<file path="config.mk">
export PLATFORM = sky130hd
export DESIGN_NAME = regs_scoreboard
export DESIGN_NICKNAME = d
export VERILOG_FILES = /design/src/rtl/regs_scoreboard.sv
export SDC_FILE = /design/constraint.sdc
export NUM_CORES = 1
export LEC_CHECK = 0
export BUFFER_PORTS_ARGS = -buffer_cell sky130_fd_sc_hd__buf_4
export CAP_MARGIN = 20
export CORE_MARGIN = 2
export CORE_UTILIZATION = 40
export CTS_CLUSTER_DIAMETER = 50
export DETAILED_ROUTE_END_ITERATION = 10
export PLACE_DENSITY = 0.6
export SLEW_MARGIN = 20
export SYNTH_ARGS = -nofsm -noshare
export SYNTH_HDL_FRONTEND = slang
export SYNTH_SLANG_ARGS = --single-unit
</file>
<file path="constraint.sdc">
create_clock -name clk -period 3.75 [get_ports clk]
set_input_delay 0.1875 -clock clk [delete_from_list [all_inputs] [get_ports clk]]
set_output_delay 0.1875 -clock clk [all_outputs]
set_load 0.03 [all_outputs]
</file>
<file path="src/rtl/regs_scoreboard.sv">
// -----------------------------------------------------------------------------
// regs_scoreboard
//   Writer-side hazard tracker for the architectural register file. It keeps
//   one small counter per register of long-latency writes (loads, mul/div)
//   still in flight, plus a global in-flight count. Issue marks a destination
//   pending and writeback retires it. Decode-stage readers query pending
//   status and receive a stall request. Register 0 is never tracked.
//
// Ports
//   clk, rst_n       clock (rising edge), asynchronous active-low reset
//   flush_i          drop all outstanding tracking (error flag is kept)
//   issue_valid_i    long-latency write to issue_waddr_i is issuing
//   issue_waddr_i    destination register of the issuing op
//   issue_ready_o    issue accepted (combinational)
//   retire_valid_i   writeback of a tracked op
//   retire_waddr_i   destination register being written back
//   regs_raddr_i     READ_PORTS register addresses queried by decode
//   pending_o        per-port pending flag (from registered state only)
//   stall_o          OR of pending_o
//   busy_o           any write in flight
//   inflight_o       global in-flight count
//   err_o            sticky protocol error (retire with nothing outstanding)
// -----------------------------------------------------------------------------
module regs_scoreboard #(
  parameter  int REG_NUM     = 32,
  parameter  int READ_PORTS  = 2,
  parameter  int CNT_WIDTH   = 2,
  parameter  int TOTAL_WIDTH = 4,
  localparam int AW          = $clog2(REG_NUM)
) (
  input  logic                            clk,
  input  logic                            rst_n,
  input  logic                            flush_i,
  input  logic                            issue_valid_i,
  input  logic [AW-1:0]                   issue_waddr_i,
  output logic                            issue_ready_o,
  input  logic                            retire_valid_i,
  input  logic [AW-1:0]                   retire_waddr_i,
  input  logic [READ_PORTS-1:0][AW-1:0]   regs_raddr_i,
  output logic [READ_PORTS-1:0]           pending_o,
  output logic                            stall_o,
  output logic                            busy_o,
  output logic [TOTAL_WIDTH-1:0]          inflight_o,
  output logic                            err_o
);

  localparam logic [CNT_WIDTH-1:0]   CNT_MAX   = '1;
  localparam logic [CNT_WIDTH-1:0]   CNT_ONE   = CNT_WIDTH'(1);
  localparam logic [TOTAL_WIDTH-1:0] TOTAL_MAX = '1;
  localparam logic [TOTAL_WIDTH-1:0] TOTAL_ONE = TOTAL_WIDTH'(1);

  logic [CNT_WIDTH-1:0]   cnt_q [REG_NUM];
  logic [CNT_WIDTH-1:0]   cnt_d [REG_NUM];
  logic [TOTAL_WIDTH-1:0] total_q, total_d;
  logic                   err_q, err_d;

  logic issue_nz, retire_nz;
  logic retire_same_reg;
  logic retire_dec;     // retire that really decrements a counter this cycle
  logic underflow;
  logic issue_ready;
  logic issue_fire;

  // ---------------------------------------------------------------------------
  // Handshake and event decode
  // ---------------------------------------------------------------------------
  always_comb begin
    // NOTE: every signal written in a combinational block gets a default
    // first, so no path through the block leaves it unassigned (no latch).
    issue_nz        = (issue_waddr_i != '0);
    retire_nz       = (retire_waddr_i != '0);
    retire_same_reg = retire_valid_i && (retire_waddr_i == issue_waddr_i);

    underflow  = retire_valid_i && !flush_i && retire_nz &&
                 (cnt_q[retire_waddr_i] == '0);
    // A retire frees a global slot only when it actually decrements; a retire
    // to r0 or an underflowing retire must not let total wrap past its max.
    retire_dec = retire_valid_i && retire_nz &&
                 (cnt_q[retire_waddr_i] != '0);

    issue_ready = 1'b1;
    if (issue_nz) begin
      if ((cnt_q[issue_waddr_i] == CNT_MAX) && !retire_same_reg) issue_ready = 1'b0;
      if ((total_q == TOTAL_MAX) && !retire_dec)                  issue_ready = 1'b0;
    end

    // r0 issues are accepted but never tracked.
    issue_fire = issue_valid_i && issue_ready && !flush_i && issue_nz;
  end

  assign issue_ready_o = issue_ready;

  // ---------------------------------------------------------------------------
  // Next-state
  // ---------------------------------------------------------------------------
  always_comb begin
    logic inc, dec, dec_fire;
    dec_fire = retire_dec && !flush_i;

    for (int i = 0; i < REG_NUM; i++) begin
      cnt_d[i] = cnt_q[i];
      inc = issue_fire && (issue_waddr_i == AW'(i));
      dec = dec_fire   && (retire_waddr_i == AW'(i));
      if (inc && !dec)      cnt_d[i] = cnt_q[i] + CNT_ONE;
      else if (dec && !inc) cnt_d[i] = cnt_q[i] - CNT_ONE;
    end

    total_d = total_q;
    if (issue_fire && !dec_fire)      total_d = total_q + TOTAL_ONE;
    else if (dec_fire && !issue_fire) total_d = total_q - TOTAL_ONE;

    err_d = err_q | underflow;

    if (flush_i) begin
      for (int i = 0; i < REG_NUM; i++) cnt_d[i] = '0;
      total_d = '0;
    end
  end

  // ---------------------------------------------------------------------------
  // State registers
  // ---------------------------------------------------------------------------
  // NOTE: the counter array is a bank of flops, not a RAM, so it can and must
  // be cleared by the asynchronous reset along with the rest of the state.
  always_ff @(posedge clk or negedge rst_n) begin
    // NOTE: sequential state uses non-blocking assignments only, so every
    // register samples its pre-edge value regardless of statement order.
    if (!rst_n) begin
      for (int i = 0; i < REG_NUM; i++) cnt_q[i] <= '0;
      total_q <= '0;
      err_q   <= 1'b0;
    end else begin
      for (int i = 0; i < REG_NUM; i++) cnt_q[i] <= cnt_d[i];
      total_q <= total_d;
      err_q   <= err_d;
    end
  end

  // ---------------------------------------------------------------------------
  // Query side: registered state only, so a same-cycle retire still reports
  // pending (decode forwarding covers the writeback cycle).
  // ---------------------------------------------------------------------------
  always_comb begin
    for (int p = 0; p < READ_PORTS; p++) begin
      pending_o[p] = (regs_raddr_i[p] != '0) && (cnt_q[regs_raddr_i[p]] != '0);
    end
  end

  assign stall_o    = |pending_o;
  assign busy_o     = (total_q != '0);
  assign inflight_o = total_q;
  assign err_o      = err_q;

endmodule

</file>
# Word-level counts from Yosys, hierarchy flattened
# Cells that the tools add are included.
[word_totals] reg_bits=69 latch_bits=0 mem_bits_rw=0 rom_bits=0 inputBits=25 output_inout_bits=10 word_cells=515 n_memories=0
[op_classes] addsub=66 n_mul=0 n_div=0 magnitude_cmp=4 n_eq_ne=65 shifts=0 mux=83 bitwise=5 reduce_logical=258
[ops] cell="$eq A5 B5 Y1 const B" n=32
[ops] cell="$logic_and A1 B1 Y1" n=144
[ops] cell="$mux W2" n=72
[ops] cell="$reduce_bool A3 Y1" n=33
[ops] cell="$eq A5 B4 Y1 const B" n=16
[ops] cell="$logic_not A1 Y1" n=69
[ops] cell="$add A2 B1 Y2 const B" n=32
[ops] cell="$mux W64" n=1
[ops] cell="$sub A2 B1 Y2 const B" n=32
[ops] cell="$bmux W2 S5" n=4
[ops] cell="$eq A5 B3 Y1 const B" n=8
[ops] cell="$ge A6 B6 Y1 const B" n=4
[ops] cell="$not A5 Y6" n=4
[ops] cell="$eq A5 B2 Y1 const B" n=4
[ops] cell="$reduce_bool A5 Y1" n=4
[ops] cell="$mux W4" n=3
[ops] cell="$eq A5 B1 Y1 const B" n=2
[ops] cell="$logic_not A5 Y1" n=2
[ops] cell="$reduce_bool A2 Y1" n=3
[ops] cell="$eq A5 B5 Y1" n=1
[ops] cell="$add A4 B1 Y4 const B" n=1
[ops] cell="$eq A4 B4 Y1 const B" n=1
[ops] cell="$reduce_bool A4 Y1" n=1
[ops] cell="$sub A4 B1 Y4 const B" n=1
[ops] cell="5 further kinds" n=7

# Longest topological paths before layout
# Gate-level depths: netlist of run 1.
[logic_depth] depth_word=19 ltp_mapped=17 depth_no_buf=13

# Worst setup path before layout of run 1
# Ideal clock, no wire load.
[synth_timing] kind="register to register" start="register cnt_q[44] (netlist name)" end="register total_q[3], in the netlist inflight_o[3]" t_arrival_ns=3.609 t_required_ns=3.622 path_slack_ns=0.013 stages_incl_launch_ff=14 path_buffers=1 cell_sequence="dfrtp_1 nor3_1 a2111oi_0 or4_4 a2111oi_4 buf_4 nor4_1 or3_1 ha_1 a21o_1 a21oi_1 nand3_1 o22ai_1 mux2_1"
[synth_between] elab_chain_cells=15 word_cells_on_any_way=26 cone_classes="1 x eq/ne; 11 x mux; 14 x reduce/logical"
[synth_rtl] element="start, declared" line_no="52" rtl="logic [CNT_WIDTH-1:0] cnt_q [REG_NUM];"
[synth_rtl] element="$bmux W2 S5" line_no="79" rtl="(cnt_q[retire_waddr_i] != '0);"
[synth_rtl] element="$mux W2 (not written as such) (2 in series)" line_no="79"
[synth_rtl] element="$reduce_bool A2 Y1" line_no="79"
[synth_rtl] element="$logic_and A1 B1 Y1" line_no="78" rtl="retire_dec = retire_valid_i && retire_nz &&"
[synth_rtl] element="$logic_not A1 Y1" line_no="84" rtl="if ((total_q == TOTAL_MAX) && !retire_dec) issue_ready = 1'b0;"
[synth_rtl] element="$logic_and A1 B1 Y1" line_no="84"
[synth_rtl] element="$mux W1" line_no="84"
[synth_rtl] element="$mux W1" line_no="82" rtl="if (issue_nz) begin"
[synth_rtl] element="$logic_and A1 B1 Y1 (3 in series)" line_no="88" rtl="issue_fire = issue_valid_i && issue_ready && !flush_i && issue_nz;"
[synth_rtl] element="$logic_and A1 B1 Y1 / $logic_not A1 Y1 (equally long branches)" line_no="109, 110"
[synth_rtl] element="$mux W4 / $logic_and A1 B1 Y1 (equally long branches)" line_no="109, 110"
[synth_rtl] element="$mux W4 / $reduce_bool A3 Y1 (equally long branches)"
[synth_rtl] element="end signal, assigned" line_no="134" rtl="total_q <= total_d;"
[synth_rtl] element="end, declared" line_no="54" rtl="logic [TOTAL_WIDTH-1:0] total_q, total_d;"
# Parallel ways exist; a longest one is shown, timed or not. The select of a mux whose other input is x is not followed.
# A chain may end at the register's enable or synchronous reset.

# Worst setup path after layout of run 1
[layout_timing] start="register cnt_q[18] (netlist name)" end="register total_q[3], in the netlist inflight_o[3]"
# The elaborated chain is that of the path after synthesis.

==> metrics.cfg, run 1 <==
[run_status]
status=finished, violations left
failed_checks=hold timing

[synthesis]
yosysMostFrequentCell=nor2_1
yosysWarningCount=0
synthFlopType=dfrtp_1
synth_top_area_cell=dfrtp_1
synth_seq_cells=69
synth_area_um2=6120
synth_area_per_cell_um2=8.47
synthTopCellsByCount=75 x nor2_1, 69 x dfrtp_1, 54 x nor3_1
ys_seq_area_share_pct=28.2
synth_area_leaders=dfrtp_1 28%, mux4_2 10%, xnor2_1 6.9%, nor2_1 4.6%, nor3_1 4.4%
synth_top_area_share_pct=28.2
async_reset_ff_share_pct=100
synth_fp_nets=750
yosysUniqueCellTypes=64
synth_edf_count=0
syn_inst=722

[timing]
hold_viol=10
clock_skew_ps=9.83
setup_viol=0
fin_hold_ws_ps=-4.56
fmax_mhz=277
finalCritPeriodShare_pct=96.1
tightest_slew_ps=953
maxSlewViolCount=0
setup_tns_ps=0
relSlewSlack_pct=36.5
rsz0062_at_grt=false
fin_crit_ps=3600

[floorplanning]
dieWidth_um=128
rows=45
core_area_um2=15100
start_util_pct=40.5
dieHeight_um=128
die_area_um2=16300
io_pins=35

[worst_setup_path]
reg2reg_from=cnt_q[18]$_DFFE_PN0P_
crit_path_start=cnt_q[18]$_DFFE_PN0P_
worstPathArrival_ps=3830
end_kind=flip-flop
cpPeakStageDelay_ps=490
cp_data_required_time_ps=3980
reg2reg_depth=13
r2r_slack_ps=150
crit_type=reg -> reg
critPathMaxFanout=5
crit_end=inflight_o[3]$_DFFE_PN0P_
rr_endpoint=inflight_o[3]$_DFFE_PN0P_
path_cells=nor2_1 > mux4_2 > mux2i_1 > a211oi_4 > o31ai_4 > nand2_1 > or3_1 > ha_1 > a21o_1 > a21oi_1 > nand3_1 > o22ai_1 > mux2_1
critPathSlowestCell=mux4_2
worstSetupStartpointType=flip-flop

[cts]
clkSinkCount=69
post_cts_buffers=0
post_cts_resized=0
numCtsBuffers=9
clkLatencyLatePin_ps=350
cts_root_buf=clkbuf_16
clk_pin_slew_worst_paths_ps=60
cts_tree=built
htree_levels=3
cts_max_path_buffers=2
cts_hold_buffers=0

[layout]
post-route-util_pct=45.6
drive_gt1_share_pct=16.8
fillers=1480
regArea_um2=1730
area_growth_pct=12.5
nNetsFinal=772
diodes=0
multiInputGateArea_um2=4080

[routing]
drt-initial-drc-count=825
via_per_inst=6.51
drc=0
drtPass1Iterations=7
vias=6099
wl_mm=20.7
wire_per_inst_um=22.0
ant_nets=0

[placed_design]
dp_hpwl_mm=15.1
numPortBuffers=34
gp_congestion=0.974

[run]
cap_viol_max_count=0

[power_and_ir_drop]
total_leakage_power_uw=0.00283
power.density_nw_per_um2=283
peakVddDrop_mv=0.197

[global_route]
grt_pass1_wl_mm=32.6
grt_util_met2_pct=39.3
gr-usage-all-layers_pct=25.9
use_met1_pct=36.2
grt_start_max_net_pins=70
first_global_vias=5771
use_met3_pct=5.80
grt_overflow=0
grt_antenna_before_repair=0
grt-busiest-layer=met2

[min_path]
hold_class=in -> async

==> cells in the final DEF, fill, tap and decap left out, drive strengths merged, types with 18 or more instances in the layout <==
| cell | count |
|---|---|
| mux4 | 28 |
| o21ai | 28 |
| nor4 | 25 |
| nor2 | 75 |
| and3 | 18 |
| nor2b | 21 |
| dfrtp | 69 |
| xnor2 | 48 |
| buf | 65 |
| a21oi | 52 |
| nand2 | 36 |
| nand3 | 23 |
| inv | 23 |
| nor3 | 54 |
==> worst min-delay path by stage <==
| stage | start | to | cells after the start |
|---|---|---|---|
| 6_report | rst_n | cnt_q[22]$_DFFE_PN0P_ | 1 |
| 5_1_grt | rst_n | cnt_q[26]$_DFFE_PN0P_ | 1 |
| 4_1_cts | rst_n | cnt_q[26]$_DFFE_PN0P_ | 1 |
| 3_5_place_dp | rst_n | cnt_q[28]$_DFFE_PN0P_ | 1 |
| 3_3_place_gp | rst_n | cnt_q[28]$_DFFE_PN0P_ | 1 |
| 2_1_floorplan | rst_n | cnt_q[0]$_DFFE_PN0P_ | 0 |
==> critical path: cells and delay by family (launching register included) <==
kind / cells / cell delay (ps)
adder cells (fa/ha/maj): 1 / 300
multiplexers: 3 / 1100
flip-flops: 1 / 410
AND/OR/NAND/NOR: 4 / 730
AO/OA/AOI/OAI: 5 / 930
==> state kept, by name, summed over array words and instances (netlist names) <==
signal	flops
cnt_q	64
err_o	1
inflight_o	4
==> final cells by class <==
class | instances | share of cell area (%)
timing repair buffer | 65 | 7.09
clock inverter | 1 | 0.0727
multi-input combinational | 576 | 59.2
tap | 188 | 3.42
clock buffer | 15 | 3.89
inverter | 23 | 1.25
sequential | 69 | 25.1
==> report_power, final <==
part | internal, uW | total, uW | switching [uW]
registers | 754 | 768 | 13.9
logic | 130 | 370 | 240
clock network | 484 | 813 | 329
total | 1370 | 1950 | 583
==> kinds of logic (layout without fill, tap and decap cells) <==
| logic type | count (synthesis) | count (layout) | synth area share [%] |
|---|---|---|---|
| XOR/XNOR | 61 | 61 | 9.63 |
| adder cells (fa/ha/maj) | 3 | 3 | 0.736 |
| flip-flops | 69 | 69 | 28.2 |
| buffers and inverters | 77 | 104 | 5.60 |
| multiplexers | 30 | 30 | 10.7 |
| AND/OR/NAND/NOR | 321 | 321 | 27.7 |
| AO/OA/AOI/OAI | 161 | 161 | 17.4 |
==> metal layers <==
layer  routed length (um)  share of wire (%)  vias to the layer above
li1                     -                  -                     2706
met1                 8800                 43                     3009
met2                 9410                 46                      336
met3                 1840                8.9                       48
met4                  604                2.9                        0
met5                    0                  0                        -
==> per-stage QoR <==
stage,std cells,power [uW],setup slack (ps),area [um2]
finish,937,1950,146,6890
detailed placement,921,1140,140,6610
floorplan,722,1010,13.2,6120
global route,937,2020,10.5,6890
CTS,937,1960,146,6880
global placement,921,1140,190,6610
Note: power is estimated with default switching activity, not from simulation.
==> run 2: changes to the inputs <==
--- a/config.mk
+++ b/config.mk
@@ -11,7 +11,7 @@
 export CORE_UTILIZATION = 40
 export CTS_CLUSTER_DIAMETER = 50
 export DETAILED_ROUTE_END_ITERATION = 10
-export PLACE_DENSITY = 0.6
+export PLACE_DENSITY = 0.58
 export SLEW_MARGIN = 20
 export SYNTH_ARGS = -nofsm -noshare
 export SYNTH_HDL_FRONTEND = slang
==> constraint.sdc (replaced) <==
create_clock -name clk -period 4 [get_ports clk]
set_input_delay 0.2 -clock clk [delete_from_list [all_inputs] [get_ports clk]]
set_output_delay 0.2 -clock clk [all_outputs]
set_load 0.01 [all_outputs]
==> metrics.cfg, run 2 (synthesized netlist as in run 1, its figures left out) <==
[global_route]
grt_pass1_wl_mm=32.8  ; +0.89%
grt_overflow=0  ; unchanged
grt_antenna_before_repair=0  ; unchanged
gr-usage-all-layers_pct=26.3  ; +0.39 points
first_global_vias=5800  ; +0.50%
grt_start_max_net_pins=70  ; unchanged

[timing]
relSlewSlack_pct=36.9  ; +0.42 points
fmax_mhz=266  ; -4.3%
rsz0062_at_grt=false
finalCritPeriodShare_pct=94.1  ; -2.0 points
fin_hold_ws_ps=-0.318  ; +4.24 ps
setup_tns_ps=0  ; unchanged
maxSlewViolCount=0  ; unchanged
tightest_slew_ps=947  ; -6.33 ps
setup_viol=0  ; unchanged
fin_crit_ps=3760  ; +160 ps
hold_viol=1  ; -9
clock_skew_ps=7.25  ; -2.58 ps

[placed_design]
dp_hpwl_mm=15.0  ; -0.30%
gp_congestion=0.951  ; -2.4%
dpl_cell_area_um2=6500  ; -1.6%
numPortBuffers=34  ; unchanged
dp.cells=907  ; -1.5%

[power_and_ir_drop]
total_leakage_power_uw=0.00277  ; -2.0%
seq_power_share_pct=38.5  ; -0.8 points
power.density_nw_per_um2=274  ; -3.2%
pwr-share-clk_pct=44.2  ; +2.5 points
switching_share_pct=27.7  ; -2.2 points
pwr-share-comb_pct=17.2  ; -1.8 points
internal_power_uw=1350  ; -1.3%
peakVddDrop_mv=0.193  ; -1.8%
p_sw_uw=517  ; -11%

[routing]
ant_nets=0  ; unchanged
drc=0  ; unchanged
drt-initial-drc-count=882  ; +6.9%
wl_mm=20.7  ; +0.20%
via_per_inst=6.50  ; -0.18%
wire_per_inst_um=22.5  ; +1.9%
vias=5984  ; -1.9%
drtPass1Iterations=6  ; -1

[cts]
cts_tree=built
post_cts_resized=0  ; unchanged
post_cts_buffers=0  ; unchanged
clkLatencyLatePin_ps=350  ; about the same
cts_max_path_buffers=2  ; unchanged
clk_pin_slew_worst_paths_ps=50  ; about the same
cts_root_buf=clkbuf_16
numCtsBuffers=9  ; unchanged
htree_levels=3  ; unchanged
cts_hold_buffers=0  ; unchanged
clkSinkCount=69  ; unchanged

[run]
cap_viol_max_count=0  ; unchanged

[min_path]
hold_class=in -> async

[worst_setup_path]
critPathSlowestCell=or4_4
path_cells=nor3_1 > a2111oi_0 > or4_4 > a2111oi_4 > nor4_1 > or3_1 > ha_1 > a21o_1 > a21oi_1 > nand3_1 > o22ai_1 > mux2_1
cp_data_required_time_ps=4230  ; +250 ps
end_kind=flip-flop
cpPeakStageDelay_ps=560  ; +70 ps
worstPathArrival_ps=3990  ; +160 ps
critPathBufInv=0  ; unchanged
critPathTopFamily=simple AND/OR/NAND/NOR gates
critPathMaxFanout=7  ; +2
worstSetupStartpointType=flip-flop
crit_type=reg -> reg

[layout]
area_growth_pct=11.2
diodes=0  ; unchanged
largest_reg_flops=64  ; unchanged
layout_commonest_cell=nor2_1
drive_gt1_share_pct=15.3  ; -1.5 points
fillers=1509  ; +2.0%
fin_area_um2=6800  ; -1.2%
finalNonFillerCells=921  ; -1.7%
largest-register=cnt_q
final_cell_mix=75 x nor2_1, 69 x dfrtp_1, 54 x nor3_1
nNetsFinal=758  ; -1.8%

[floorplanning]
dieWidth_um=128  ; unchanged
core_area_um2=15100  ; unchanged
io_pins=35  ; unchanged
die_area_um2=16300  ; unchanged
rows=45  ; unchanged
start_util_pct=40.5  ; unchanged
dieHeight_um=128  ; unchanged

[run_status]
status=finished, violations left
failed_checks=hold timing

run 2: cell type report:
type,instances,area [um2],share of cell area (%)
clock buffer,13,270,3.97
clock inverter,1,30.0,0.442
inverter,23,86.3,1.27
multi-input combinational,576,4070,59.8
sequential,69,1730,25.4
tap,188,235,3.46
timing repair buffer,51,383,5.63
run 2: metrics by stage:
step                      util (%)  total power, uW  hold WS, ps  setup slack (ps)
after floorplan                  -              930        -95.6               263
after global placement        43.1             1040          409               237
after detailed placement      43.1             1050          418               197
after CTS                     45.1             1880         47.8               174
after global routing          45.1             1940         94.1              6.70
final                         45.1             1870       -0.318               236
run 2: per-layer routing:
metal	vias to the layer above	global-route usage (%)	wire (um)
met2	311	39.4	9230
met1	2947	37.4	8980
met4	0	10.6	686
li1	2676	-	-
met5	-	0	0
met3	50	5.30	1800
run 2: power groups by stage:
stage | registers, uW | clock network, uW | logic, uW
2_1_floorplan | 730 | 0 | 200
3_3_place_gp | 731 | 0 | 313
3_5_place_dp | 731 | 0 | 316
4_1_cts | 719 | 841 | 317
5_1_grt | 720 | 874 | 348
6_report | 719 | 826 | 321
run 2: worst paths after layout:
check	start	cells past startpoint	slack, ps	to
setup / recovery	cnt_q[44]$_DFFE_PN0P_	12	240	inflight_o[3]$_DFFE_PN0P_
hold reg to reg	err_o$_DFF_PN0_	1	480	err_o$_DFF_PN0_
setup reg to reg	cnt_q[44]$_DFFE_PN0P_	12	240	inflight_o[3]$_DFFE_PN0P_
hold / removal	rst_n	1	-0.3	cnt_q[2]$_DFFE_PN0P_
max in group asynchronous	rst_n	1	3380	cnt_q[55]$_DFFE_PN0P_
min in group clk	flush_i	2	330	cnt_q[56]$_DFFE_PN0P_
